`src/rtl/core_exec_pkg.sv`:
```
// Shared definitions for the core execution controller: opcode encoding,
// controller state encoding and a small state classification helper.
package core_exec_pkg;

    localparam int OP_WIDTH = 3;

    // Command opcodes; encodings 6 and 7 are illegal.
    typedef enum logic [OP_WIDTH-1:0] {
        OP_NOP        = 3'd0,
        OP_RESET_CORE = 3'd1,
        OP_STOP       = 3'd2,
        OP_RUN        = 3'd3,
        OP_STEP       = 3'd4,
        OP_RUN_UNTIL  = 3'd5
    } op_e;

    typedef enum logic [2:0] {
        ST_RESETTING = 3'd0,
        ST_IDLE      = 3'd1,
        ST_RUNNING   = 3'd2,
        ST_STEPPING  = 3'd3,
        ST_UNTIL     = 3'd4
    } state_e;

    // True for the states in which the core is being clocked on behalf of a command.
    function automatic logic is_active(input state_e s);
        return (s == ST_RUNNING) || (s == ST_STEPPING) || (s == ST_UNTIL);
    endfunction

endpackage

```
`src/rtl/exec_down_counter.sv`:
```
// Loadable down-counter with zero flag. Holds the number of enabled cycles
// still to come after the current one, for both the core reset pulse and STEP.
module exec_down_counter #(
    parameter int              WIDTH     = 32,
    parameter logic [WIDTH-1:0] RESET_VAL = '0
) (
    input  logic             clk,
    input  logic             reset,
    input  logic             load,
    input  logic [WIDTH-1:0] load_val,
    input  logic             dec,
    output logic             zero
);

    logic [WIDTH-1:0] count;

    // Count register: load has priority over decrement; saturates at zero.
    // NOTE: sequential state uses non-blocking assignments so every flop samples pre-edge values.
    always_ff @(posedge clk or negedge reset) begin
        if (!reset) begin
            count <= RESET_VAL;
        end else if (load) begin
            count <= load_val;
        end else if (dec && (count != '0)) begin
            count <= count - WIDTH'(1);
        end
    end

    assign zero = (count == '0);

endmodule

```
`src/rtl/core_exec_ctrl.sv`:
```
// Command-driven execution controller for the core under test. Drives the
// core clock enable and core reset from UART-decoded commands: reset pulse,
// stop, free-run, step N cycles and run until a breakpoint address is hit.
// Optional feature macro: CORE_CYCLE_COUNTER_EN (enables cycle_count register).
module core_exec_ctrl
    import core_exec_pkg::*;
#(
    parameter int ARG_WIDTH        = 32,
    parameter int RESET_CLK_CYCLES = 20,
    parameter int CYCLE_BITS       = 64
) (
    input  logic                  clk,
    input  logic                  reset,
    input  logic                  cmd_valid,
    output logic                  cmd_ready,
    input  logic [OP_WIDTH-1:0]   cmd_op,
    input  logic [ARG_WIDTH-1:0]  cmd_arg,
    input  logic                  core_mem_valid,
    input  logic [ARG_WIDTH-1:0]  core_address,
    output logic                  clk_core_en,
    output logic                  reset_core,
    output logic                  busy,
    output logic                  done,
    output logic                  bp_hit,
    output logic                  cmd_err,
    output logic [CYCLE_BITS-1:0] cycle_count
);

    // The counter holds "remaining cycles after this one", so the reset pulse
    // and a STEP of N both load their length minus one.
    localparam logic [ARG_WIDTH-1:0] RESET_LOAD = ARG_WIDTH'(RESET_CLK_CYCLES - 1);

    state_e               state_q, state_d;
    logic [ARG_WIDTH-1:0] bp_addr_q;
    logic                 bp_load;
    logic                 cnt_load, cnt_dec, cnt_zero;
    logic [ARG_WIDTH-1:0] cnt_load_val;
    logic                 done_d, bp_hit_d, err_d;
    logic                 accept, bp_match;

    assign accept   = cmd_valid && cmd_ready;
    assign bp_match = clk_core_en && core_mem_valid && (core_address == bp_addr_q);

    exec_down_counter #(
        .WIDTH     (ARG_WIDTH),
        .RESET_VAL (RESET_LOAD)
    ) u_counter (
        .clk      (clk),
        .reset    (reset),
        .load     (cnt_load),
        .load_val (cnt_load_val),
        .dec      (cnt_dec),
        .zero     (cnt_zero)
    );

    // Next-state logic: state progression first, then command handling, so a
    // STOP or RESET_CORE can override a completion in the same cycle.
    // NOTE: every always_comb output gets a default before any branch, so no latches are inferred.
    always_comb begin
        state_d      = state_q;
        cnt_load     = 1'b0;
        cnt_load_val = RESET_LOAD;
        cnt_dec      = 1'b0;
        bp_load      = 1'b0;
        done_d       = 1'b0;
        bp_hit_d     = 1'b0;
        err_d        = 1'b0;

        case (state_q)
            ST_RESETTING: begin
                if (cnt_zero) begin
                    state_d = ST_IDLE;
                    done_d  = 1'b1;
                end else begin
                    cnt_dec = 1'b1;
                end
            end
            ST_IDLE: begin
                if (accept) begin
                    case (op_e'(cmd_op))
                        OP_NOP: ;
                        OP_RESET_CORE: begin
                            state_d  = ST_RESETTING;
                            cnt_load = 1'b1;
                        end
                        OP_STOP: done_d = 1'b1;
                        OP_RUN:  state_d = ST_RUNNING;
                        OP_STEP: begin
                            if (cmd_arg == '0) begin
                                done_d = 1'b1;
                            end else begin
                                state_d      = ST_STEPPING;
                                cnt_load     = 1'b1;
                                cnt_load_val = cmd_arg - ARG_WIDTH'(1);
                            end
                        end
                        OP_RUN_UNTIL: begin
                            state_d = ST_UNTIL;
                            bp_load = 1'b1;
                        end
                        default: err_d = 1'b1;
                    endcase
                end
            end
            ST_RUNNING: ;
            ST_STEPPING: begin
                if (cnt_zero) begin
                    state_d = ST_IDLE;
                    done_d  = 1'b1;
                end else begin
                    cnt_dec = 1'b1;
                end
            end
            ST_UNTIL: begin
                if (bp_match) begin
                    state_d  = ST_IDLE;
                    done_d   = 1'b1;
                    bp_hit_d = 1'b1;
                end
            end
            default: begin
                state_d  = ST_RESETTING;
                cnt_load = 1'b1;
            end
        endcase

        // Commands arriving while the core is being clocked.
        if (is_active(state_q) && accept) begin
            case (op_e'(cmd_op))
                OP_NOP: ;
                OP_RESET_CORE: begin
                    state_d      = ST_RESETTING;
                    cnt_load     = 1'b1;
                    cnt_load_val = RESET_LOAD;
                    cnt_dec      = 1'b0;
                    done_d       = 1'b0;
                    bp_hit_d     = 1'b0;
                end
                OP_STOP: begin
                    // A breakpoint or final step in the same cycle keeps its
                    // own done/bp_hit; this only merges into a single done.
                    state_d = ST_IDLE;
                    done_d  = 1'b1;
                end
                default: err_d = 1'b1;
            endcase
        end
    end

    // State and registered outputs, all derived from the next state.
    always_ff @(posedge clk or negedge reset) begin
        if (!reset) begin
            state_q     <= ST_RESETTING;
            reset_core  <= 1'b1;
            clk_core_en <= 1'b1;
            busy        <= 1'b1;
            cmd_ready   <= 1'b0;
            done        <= 1'b0;
            bp_hit      <= 1'b0;
            cmd_err     <= 1'b0;
        end else begin
            state_q     <= state_d;
            reset_core  <= (state_d == ST_RESETTING);
            clk_core_en <= (state_d == ST_RESETTING) || is_active(state_d);
            busy        <= (state_d != ST_IDLE);
            cmd_ready   <= (state_d != ST_RESETTING);
            done        <= done_d;
            bp_hit      <= bp_hit_d;
            cmd_err     <= err_d;
        end
    end

    // Breakpoint address latch, written on RUN_UNTIL acceptance.
    // NOTE: pure datapath register with no reset; it is only read in UNTIL, which is entered on the same edge that loads it.
    always_ff @(posedge clk) begin
        if (bp_load) begin
            bp_addr_q <= cmd_arg;
        end
    end

`ifdef CORE_CYCLE_COUNTER_EN
    logic [CYCLE_BITS-1:0] cycle_q;

    // Executed-cycle counter: counts enabled core cycles, cleared only by reset.
    always_ff @(posedge clk or negedge reset) begin
        if (!reset) begin
            cycle_q <= '0;
        end else if (clk_core_en) begin
            cycle_q <= cycle_q + CYCLE_BITS'(1);
        end
    end

    assign cycle_count = cycle_q;
`else
    assign cycle_count = '0;
`endif

endmodule

```
`config.mk`:
```
export PLATFORM = sky130hd
export DESIGN_NAME = core_exec_ctrl
export DESIGN_NICKNAME = d
export VERILOG_FILES = /design/src/rtl/core_exec_pkg.sv /design/src/rtl/exec_down_counter.sv /design/src/rtl/core_exec_ctrl.sv
export SDC_FILE = /design/constraint.sdc
export NUM_CORES = 1
export LEC_CHECK = 0
export BUFFER_PORTS_ARGS = -buffer_cell sky130_fd_sc_hd__buf_2
export CAP_MARGIN = 20
export CORE_ASPECT_RATIO = 1.5
export CORE_UTILIZATION = 35
export DETAILED_ROUTE_END_ITERATION = 16
export GPL_ROUTABILITY_DRIVEN = 0
export PLACE_DENSITY = 0.56
export SETUP_SLACK_MARGIN = 0.1
export SLEW_MARGIN = 20
export SYNTH_ARGS = -nofsm -noshare
export SYNTH_HDL_FRONTEND = slang
export SYNTH_SLANG_ARGS = --single-unit
```
`constraint.sdc`:
```
create_clock -name clk -period 3.4 [get_ports clk]
set_clock_uncertainty 0.2 [all_clocks]
set_input_delay 0.85 -clock clk [delete_from_list [all_inputs] [get_ports clk]]
set_output_delay 0.85 -clock clk [all_outputs]
set_load 0.01 [all_outputs]
```
==> results.toml <==
[outcome]
status = "completed"

[timing]
fmax_mhz = 319.8
hold_viol = 0
layout_min_cycle_time_ns = 3.127
fin_crit_sh_pct = 91.96
worst_pin_slew_ns = 0.8643
setup_ws_ns = 0.2735
slew-limit-headroom_pct = 42.17
drv_slew = 0
rsz0062_at_grt = "false"
setup_viol = 0

[final_layout]
drive_gt1_share_pct = 26.61
final_common_cell = "buf_2"
final_cell_mix = "buf_2 (76), buf_4 (66), conb_1 (64)"
diodes = 0
area.sequential_sq_mm = 0.002019
multi_input_area_sq_mm = 0.002856
fin_util_pct = 43.72
nNetsFinal = 769
fillCellCount = 1438
final_area_sq_mm = 0.006381
area_growth_pct = 21.20

[logic_synthesis]
ys_async_sr_fraction_pct = 56.76
ys_seq_area_share_pct = 38.36
synth_area_per_cell_sq_um = 9.352
synth_top_area_share_pct = 18.25
yosysTopAreaCell = "edfxtp_1"
synthTopCellsByArea = "edfxtp_1 (18%), dfrtp_1 (17%), buf_4 (9.1%)"
synth_area_sq_mm = 0.005265
yosysWarnings = 0
synth_edf_count = 32
syn_inst = 563
ys.flop_type = "dfrtp_1"
ys_ff_latch = 74
synth.distinct_cells = 70

[global_routing]
grt_pass1_wl_mm = 24.72
track_usage_pct = 20.83
grt_max_degree = 43
gr-total-overflow = 0
grt_pass1_vias = 4735
antenna_found_initial = 0

[cts]
cts_buffer_depth = 2
htree_levels = 3
cts_setup_buffers = 0
clk_latency_ns = 0.35
cts_buffers = 9
cts_root_buffer = "clkbuf_16"
hold_buffers = 0
cts-resized-gates = 0
cts_tree = "yes"
path_clk_slew_ns = 0.06
clkSinkCount = 74

[floorplanning]
num_rows = 54
die_h_um = 152.2
io-pin-count = 142
die_x_um = 102.1
die_area_sq_mm = 0.01555
start_util_pct = 36.08
coreArea_sq_mm = 0.01459

[pwr]
totalPowerFinal_mw = 2.120
peakVddDrop_uv = 174.7
cellLeakagePower_nw = 2.693
pwr_density_cell_mw_per_mm2 = 332.2

[routing]
drc = 0
antenna_left = 0
vias = 4761
wl_met3_um = 733
wl_per_cell_um = 17.52
dr.pass1.iters = 5
routed_wl_mm = 15.68
wl_met1_mm = 5.947
top_layer = "met4"
met2_length_mm = 8.312
vias_per_cell = 5.320
drt_iter0_markers = 228

[critical_path]
timing_worst_setup_path_type = "register to register"
max_stage_delay_ns = 0.55
slowest_stage = "or4_1"
crit_fanout = 8
worstPathCellList = "or4_1, or3_1, o31a_1, buf_4, and4_1, o32ai_1, o21a_1"
worstPathArrival_ns = 3.21
cp_top_family = "simple AND/OR/NAND/NOR gates"
path_buf_inv = 1
worstSetupEndpointType = "register"
cp.required_ns = 3.48
start_kind = "register"

[placement]
portBuffers = 77
dp.final_hpwl_mm = 12.40
pre_cts_ws_ns = -0.07952
dpl-instance-area_sq_mm = 0.006076

[min_path]
hp-class = "input port to asynchronous set/reset pin"

[job]
maxCapViolCount = 0
## where the power goes
group	total, mW	internal, mW	switching [mW]
clock network	0.978	0.575	0.404
logic	0.208	0.0770	0.131
registers	0.934	0.934	0
## path summary, 6_finish.rpt
| path | cells after the start | to | from | slack, ns |
|---|---|---|---|---|
| setup / recovery | 7 | u_counter.count[23] | u_counter.count[12] | 0.27 |
| hold / removal | 1 | u_counter.count[14] | reset | 0.29 |
| setup reg to reg | 7 | u_counter.count[23] | u_counter.count[12] | 0.27 |
| hold reg to reg | 1 | u_counter.count[9] | u_counter.count[9] | 0.32 |
| max in group asynchronous | 1 | u_counter.count[19] | reset | 2.29 |
| min in group clk | 1 | u_counter.count[9] | u_counter.count[9] | 0.32 |
## stage by stage
| step | setup TNS, ns | hold WS (ns) | cells |
|---|---|---|---|
| after floorplan | 0 | 0.2758 | 626 |
| after global placement | -0.04912 | 0.2977 | 879 |
| after detailed placement | -0.6208 | 0.3092 | 879 |
| after CTS | 0 | 0.3280 | 895 |
| after global routing | 0 | 0.3415 | 895 |
| final | 0 | 0.2925 | 895 |
## synthesized netlist by cell type, types with 5 or more instances
cell / instances
nor4_1: 22
and3_1: 8
nand4_1: 8
dfrtp_1: 36
clkbuf_1: 14
buf_2: 8
nor2_1: 40
a31oi_1: 9
nand3_1: 13
nand2_1: 30
xor2_1: 38
a211oi_1: 8
a21o_1: 5
dfstp_2: 6
o22a_1: 5
inv_1: 11
nor3_1: 32
or4_1: 14
or3_1: 12
xnor2_1: 22
o21ai_0: 12
o21a_1: 11
a21oi_1: 19
edfxtp_1: 32
or2_2: 5
nand2b_1: 5
buf_4: 64
## sequential cells by signal, summed over array words and instances, names as in the netlist
name and cells:
busy 1, bp_hit 1, u_counter.count 32, reset_core 1
cmd_err 1, done 1, bp_addr_q 32, clk_core_en 1
state_q 3, cmd_ready 1
## cell families after synthesis
| group | count (synthesis) | synth area share [%] |
|---|---|---|
| AO/OA/AOI/OAI | 117 | 17.04 |
| XOR/XNOR | 60 | 9.981 |
| adder cells (fa/ha/maj) | 4 | 0.9506 |
| buffers and inverters | 98 | 11.88 |
| flip-flops | 74 | 38.36 |
| other | 1 | 0.07122 |
| AND/OR/NAND/NOR | 209 | 21.72 |
## layer usage
layer  track usage [%]  vias to the layer above
met3             3.303                       47
li1                  -                     2221
met2             36.98                      212
met5                 0                        -
met4             11.16                        0
met1             23.20                     2281
## worst reg2reg max path, stage by stage, from the launching register on
cell and delay (ns):
dfrtp_1 0.42, or4_1 0.55, or3_1 0.55, o31a_1 0.51, buf_4 0.22, and4_1 0.19
o32ai_1 0.27, o21a_1 0.16
## layout make-up
cell class	count	area share, %
Clock buffer	9	3.529
Clock inverter	7	1.216
Inverter	11	0.6471
Multi-Input combinational cell	454	44.76
Sequential cell	74	31.65
Tap cell	196	3.843
Timing Repair Buffer	144	14.35
No activity file was read; power rests on OpenSTA's default activity.
